File: src/rtl/fifo_drain_accumulator.sv
// fifo_drain_accumulator
//   Read-side consumer of the multiplier-to-accumulator async FIFO, running
//   entirely in the Rclk domain. It drains one product per cycle while the
//   FIFO is non-empty, sums COUNT consecutive products into a block sum, and
//   offers each block sum on a valid/ready handshake.
//
// Ports
//   Rclk       read-domain clock
//   rrst       asynchronous active-high reset
//   en         1 = run blocks back to back, 0 = stop after the current block
//   clear      synchronous abort to IDLE; drops the partial sum and ovf
//   Rempty_i   FIFO empty flag (Rclk domain)
//   Acc_i      FIFO head data, valid while Rempty_i is low
//   ren_o      FIFO read enable; the head is consumed on an edge with ren_o=1
//   sum_o      completed block sum, stable while sum_valid is high
//   sum_valid  block sum available
//   sum_ready  downstream accepts sum_o
//   busy       high in ACCUM or DONE
//   ovf        sticky wrap flag for the accumulator adds
module fifo_drain_accumulator #(
    parameter int DATA_W = 8,
    parameter int COUNT  = 4,
    parameter int SUM_W  = 16
) (
    input  logic              Rclk,
    input  logic              rrst,
    input  logic              en,
    input  logic              clear,
    input  logic              Rempty_i,
    input  logic [DATA_W-1:0] Acc_i,
    output logic              ren_o,
    output logic [SUM_W-1:0]  sum_o,
    output logic              sum_valid,
    input  logic              sum_ready,
    output logic              busy,
    output logic              ovf
);

    localparam int               CNT_W    = (COUNT > 1) ? $clog2(COUNT) : 1;
    localparam logic [CNT_W-1:0] CNT_LAST = CNT_W'(COUNT - 1);

    typedef enum logic [1:0] {
        IDLE  = 2'd0,
        ACCUM = 2'd1,
        DONE  = 2'd2
    } state_t;

    state_t           state;
    logic [SUM_W-1:0] acc;
    logic [CNT_W-1:0] cnt;
    logic [SUM_W:0]   add_full;

    // Read enable reacts to the empty flag in the same cycle; clear has to
    // suppress it so an aborting edge never consumes a product.
    assign ren_o    = (state == ACCUM) && !Rempty_i && !clear;
    assign busy     = (state != IDLE);
    // One extra bit captures the carry out of the SUM_W-wide add.
    assign add_full = {1'b0, acc} + (SUM_W + 1)'(Acc_i);

    always_ff @(posedge Rclk or posedge rrst) begin
        if (rrst) begin
            state     <= IDLE;
            acc       <= '0;
            cnt       <= '0;
            sum_o     <= '0;
            sum_valid <= 1'b0;
            ovf       <= 1'b0;
        end else if (clear) begin
            // sum_o intentionally keeps its last value
            state     <= IDLE;
            acc       <= '0;
            cnt       <= '0;
            sum_valid <= 1'b0;
            ovf       <= 1'b0;
        end else begin
            case (state)
                IDLE: begin
                    if (en) begin
                        state <= ACCUM;
                        acc   <= '0;
                        cnt   <= '0;
                    end
                end
                ACCUM: begin
                    if (ren_o) begin
                        acc <= add_full[SUM_W-1:0];
                        if (add_full[SUM_W]) begin
                            ovf <= 1'b1;
                        end
                        if (cnt == CNT_LAST) begin
                            // The closing read's product is part of the sum.
                            sum_o     <= add_full[SUM_W-1:0];
                            sum_valid <= 1'b1;
                            cnt       <= '0;
                            state     <= DONE;
                        end else begin
                            cnt <= cnt + 1'b1;
                        end
                    end
                end
                DONE: begin
                    if (sum_valid && sum_ready) begin
                        sum_valid <= 1'b0;
                        acc       <= '0;
                        cnt       <= '0;
                        state     <= en ? ACCUM : IDLE;
                    end
                end
                default: state <= IDLE;
            endcase
        end
    end

endmodule

File: config.mk
export PLATFORM = sky130hd
export DESIGN_NAME = fifo_drain_accumulator
export DESIGN_NICKNAME = d
export VERILOG_FILES = /design/src/rtl/fifo_drain_accumulator.sv
export SDC_FILE = /design/constraint.sdc
export NUM_CORES = 1
export LEC_CHECK = 0
export BUFFER_PORTS_ARGS = -buffer_cell sky130_fd_sc_hd__buf_2
export CAP_MARGIN = 20
export CELL_PAD_IN_SITES_DETAIL_PLACEMENT = 0
export CELL_PAD_IN_SITES_GLOBAL_PLACEMENT = 1
export CORE_MARGIN = 8
export CORE_UTILIZATION = 47
export DETAILED_ROUTE_END_ITERATION = 6
export PLACE_DENSITY_LB_ADDON = 0.08
export SYNTH_ARGS = -nofsm -noshare
export SYNTH_HDL_FRONTEND = slang
export SYNTH_SLANG_ARGS = --single-unit
File: constraint.sdc
create_clock -name Rclk -period 4.15 [get_ports Rclk]
set_input_delay 0.415 -clock Rclk [delete_from_list [all_inputs] [get_ports Rclk]]
set_output_delay 0.415 -clock Rclk [all_outputs]
set_load 0.02 [all_outputs]
==> Yosys cells after proc, flatten, opt, wreduce, memory -nomap -nowiden <==
Cells that the tools add are included.
{ "word_totals": {"ff_bits": 38, "input_bits": 14, "output_inout_bits": 20, "elab_cells": 60} }
{ "classes": {"n_addsub": 2, "eq_ne": 7, "mux": 27, "bitwise_logic": 1, "n_reduce_logical": 17} }
{ "op_table": {"columns": ["op", "count"], "rows": [
  ["$mux 16", 4],
  ["$pmux 16 s3", 1],
  ["$mux 2", 10],
  ["$add 16x8->17", 1],
  ["$reduce_and 4->1", 4],
  ["$pmux 2 s3", 2],
  ["$mux 1", 9],
  ["$ne 3x3->1 const B", 3],
  ["$reduce_bool 2->1", 4],
  ["$eq 2x2->1 const B", 2],
  ["$reduce_bool 4->1", 1],
  ["$logic_and 1x1->1", 3],
  ["$ne 3x2->1 const B", 1],
  ["$reduce_and 3->1", 1],
  ["$reduce_bool 3->1", 1],
  ["$add 2x1->2 const B", 1],
  ["$eq 2x1->1 const B", 1],
  ["$logic_not 1->1", 2],
  ["$logic_not 2->1", 1],
  ["$pmux 1 s2", 1],
  ["$not 1->1", 1]
]} }

==> Depth between registers and ports, before layout <==
{ "logic_depth": {"word_depth": 6, "mapped_depth": 7} }

==> Worst setup path after synthesis <==
No wires, ideal clock.
{ "synth_path": {"path_type": "input to register", "from": "input port Acc_i[0]", "to": "register ovf", "setup_time_ns": 0.122, "arrival_time_ns": 1.970, "required_ns": 4.028, "slack_ns": 2.058, "path_stages": 7, "n_path_buf": 0, "path_cell_list": "ha_1 -> fa_1 -> a211oi_2 -> o211ai_4 -> nand4_4 -> nor2_1 -> a32o_1"} }
{ "synth_via": {"elab_chain_cells": 3} }
{ "synth_rtl": {"columns": ["item", "line", "source"], "rows": [
  ["start: declaration", "30", "input logic [DATA_W-1:0] Acc_i,"],
  ["$add 16x8->17", "58", "assign add_full = {1'b0, acc} + (SUM_W + 1)'(Acc_i);"],
  ["$reduce_bool 2->1 (no line)", null, null],
  ["$reduce_and 3->1 (no line)", null, null],
  ["end signal: assignment", "67", "ovf <= 1'b0;"],
  ["end signal: assignment", "74", "ovf <= 1'b0;"],
  ["end signal: assignment", "88", "ovf <= 1'b1;"],
  ["end: declaration", "36", "output logic ovf"]
]} }
Every way passes these cells.
A chain may end at the register's enable or synchronous reset.

==> Worst setup path after layout <==
{ "layout_path": {"from": "register state[1]", "to": "output port ren_o"} }
{ "layout_via": {"elab_chain_cells": 3} }
{ "layout_rtl": {"columns": ["item", "line", "source"], "rows": [
  ["start: declaration", "48", "state_t state;"],
  ["start signal: assignment", "106", "state <= en ? ACCUM : IDLE;"],
  ["$eq 2x1->1", "55", "assign ren_o = (state == ACCUM) && !Rempty_i && !clear;"],
  ["$logic_and 1x1->1 (2 in a row)", "55", null],
  ["end: declaration", "31", "output logic ren_o,"]
]} }
Every way passes these cells.

==> results.md <==
- Via count: 1,584
- Port Buffers: 33
- Diode count: 0
- Via-to-Cell Ratio: 5.60
- # Max-Cap Violations: 0
- Drt pass-1 iters: 4
- Slowest CP cell: dfrtp_1
- CP startpoint kind: flip-flop
- Number of global-route vias before repair: 1,559
- Met2 Usage GRT: 0.240
- Final Max Tran Viols: 0
- Synthesized area per cell: 10.6 sq um
- DP Area: 0.00228 sq mm
- Core area: 0.00429 sq mm
- Drc violations: 0
- Die area: 0.00677 sq mm
- Clk pin slew, worst setup/hold paths: 0.08 ns
- Synth top area share: 0.461
- Clock Latency Late Sink: 0.29 ns
- Met1 GRT Util: 0.171
- # rows: 24
- Syn Nets: 218
- Critical path fanouts, max: 15
- Hold Slack: 0.231 ns
- Top cells by area, synth: dfrtp_1, ha_1, a22o_1
- CTS hold repair buffers: 0
- Cell variety after synth: 44
- GRT Resource Usage Total: 0.142
- Clock Path Buffers: 2
- Worst VDD drop: 0.000157 V
- First-pass GRT wire length: 7460 microns
- Drt total wl: 4460 microns
- Mapped Cells: 194
- Crit path largest cell delay: 0.47 ns
- Clk root buf: clkbuf_8
- Top FF cell, synth: dfrtp_1
- Final Setup Violations: 0
- Routed len/inst: 15.7 microns
- Ports: 34
- Post-Syn Area: 0.00206 sq mm
- Post-synth ARST share: 1.00
- Die H: 82.3 microns
- Initial antenna violation count: 0
- Leakage Power: 1.18 nW
- Pre-CTS setup slack: 1.84 ns
- GR Util met3: 0.0400
- CTS H-Tree Depth: 2
- Tcrit/Tclk final: 0.533
- Worst Reg2Reg Path Length in Cells: 5
- Fin Clk Skew: 0.00634 ns
- Number of enable flip-flop cells after synthesis: 0
- Setup Buffers After CTS: 0
- Worst min path class: in2async
- Initial DRC Count: 108
- Cts repair resizes: 0
- Area added between synthesis and finish: 14.9%
- Final Worst Setup Slack: 1.94 ns
- Clock Sinks: 38
- CP Cell Sequence: nor2_4 > nand3_2 > inv_2 > buf_2
- Tot Pwr: 0.751 mW
- P per Cell Area: 317 mW/mm^2
- Share of cells above drive strength 1: 0.268
- Final setup TNS: 0 ns
- TritonCTS buffer count: 5
- Final Hold Viols: 0
- Largest net degree at the start of global routing: 39
- Die width: 82.3 microns
- Register area share after synthesis: 0.461
- Most used routing layer: met2
- Initial Utilization: 0.481
- Grt ovf: 0
- WP data required: 3.73 ns
- Status: finished, final reports clean
- Synth warn: 0
- Design Area, Final: 0.00237 sq mm
- Measured slew at the worst slew-check pin: 0.830 ns
- Max_slew headroom: 0.446
- Post-route ant nets: 0
- Critical path data arrival time: 1.80 ns
- TritonCTS clock tree: built
- Setup CP Type: reg2out
- Synthesis-stage register bit count: 38
- Fin crit period: 2.21 ns
- CP Capture Type: output port
- Commonest cells in the synthesized netlist: dfrtp_1, nand2_1, a21oi_1
- Largest area contributor in the netlist: dfrtp_1
- Peak Freq: 452 MHz
- GPL Wtd Cong: 0.819
- Nets: 254
- Reg2reg setup slack: 1.95 ns
- Top-count cell post-synth: dfrtp_1
- Unrepaired setup endpoints after global routing: no
- HPWL after DPL: 3190 microns
-- per-stage QoR --
step	instances	util
after floorplan	194	-
after global placement	275	0.531
after detailed placement	275	0.531
after CTS	283	0.552
after global routing	283	0.552
final	283	0.552
-- worst max-delay path: cells and delay by family (launching register included) --
kind,cells,cell delay (ns)
buf+inv,2,0.59
simple gates,2,0.44
flops,1,0.47
-- state kept, by name (all words and copies together) (netlist names) --
name,count
acc,16
sum_valid,1
ovf,1
sum_o,16
cnt,2
state,2
-- cells by family (layout without fill, tap and decap cells) --
logic type | count (synthesis) | count (layout) | share of synthesized area
xor gates and xnor gates | 14 | 14 | 0.0594
muxes | 7 | 7 | 0.0382
AOI/OAI and AO/OA | 64 | 64 | 0.217
DFF | 38 | 38 | 0.461
buffers and inverters | 13 | 50 | 0.0248
and+or+nand+nor | 48 | 48 | 0.136
adders and majority gates | 10 | 10 | 0.0642
-- per-layer routing --
layer  vias up  wire [microns]  share of wire
li1        782               -              -
met1       762            1950           0.44
met2        34            2200           0.49
met3         6             256          0.057
met4         0              54          0.012
met5         -               0              0
-- worst paths after layout --
path | from | to
min reg2reg | sum_o[8] | sum_o[8]
min in group Rclk | clear | sum_valid
max in group asynchronous | rrst | sum_o[7]
max reg2reg | state[1] | sum_o[3]
min | rrst | acc[14]
max | state[1] | ren_o
-- layout by cell type, fill, tap and decap left out, types with 2 or more instances in the layout --
cell type,netlist,routed
and3_1,4,4
nor3_1,2,2
nand2b_1,2,2
a41oi_1,2,2
nor2_1,2,2
o21ai_0,11,11
a21o_1,2,2
ha_1,9,9
o31ai_1,4,4
xnor2_1,8,8
clkbuf_8,0,6
inv_1,7,7
dfrtp_1,38,38
o21ai_1,12,12
a22o_1,8,8
nand3_1,6,6
or3_1,5,5
o211ai_1,2,2
xor2_1,6,6
nand2_1,16,16
a21oi_1,13,13
buf_2,2,33
nor2b_1,2,2
mux2_2,6,6
nand4_1,2,2
o211ai_2,2,2
-- power breakdown --
part / leakage [nW] / total [mW] / internal [mW] / switching [mW]
Combinational: 0.607 / 0.103 / 0.0370 / 0.0655
Clock: 0.0482 / 0.265 / 0.134 / 0.131
Sequential: 0.526 / 0.383 / 0.377 / 0.00655
-- area by class of cell --
class	instances	area, sq um
clock buffers	7	86.3
clock inverters	1	5.00
fillers	396	1920
inverters	8	30.0
multi-input cells	143	1060
flip-flops and latches	38	951
well taps	52	65.1
repair buffers	34	173
Power figures use the tool's default switching activity.
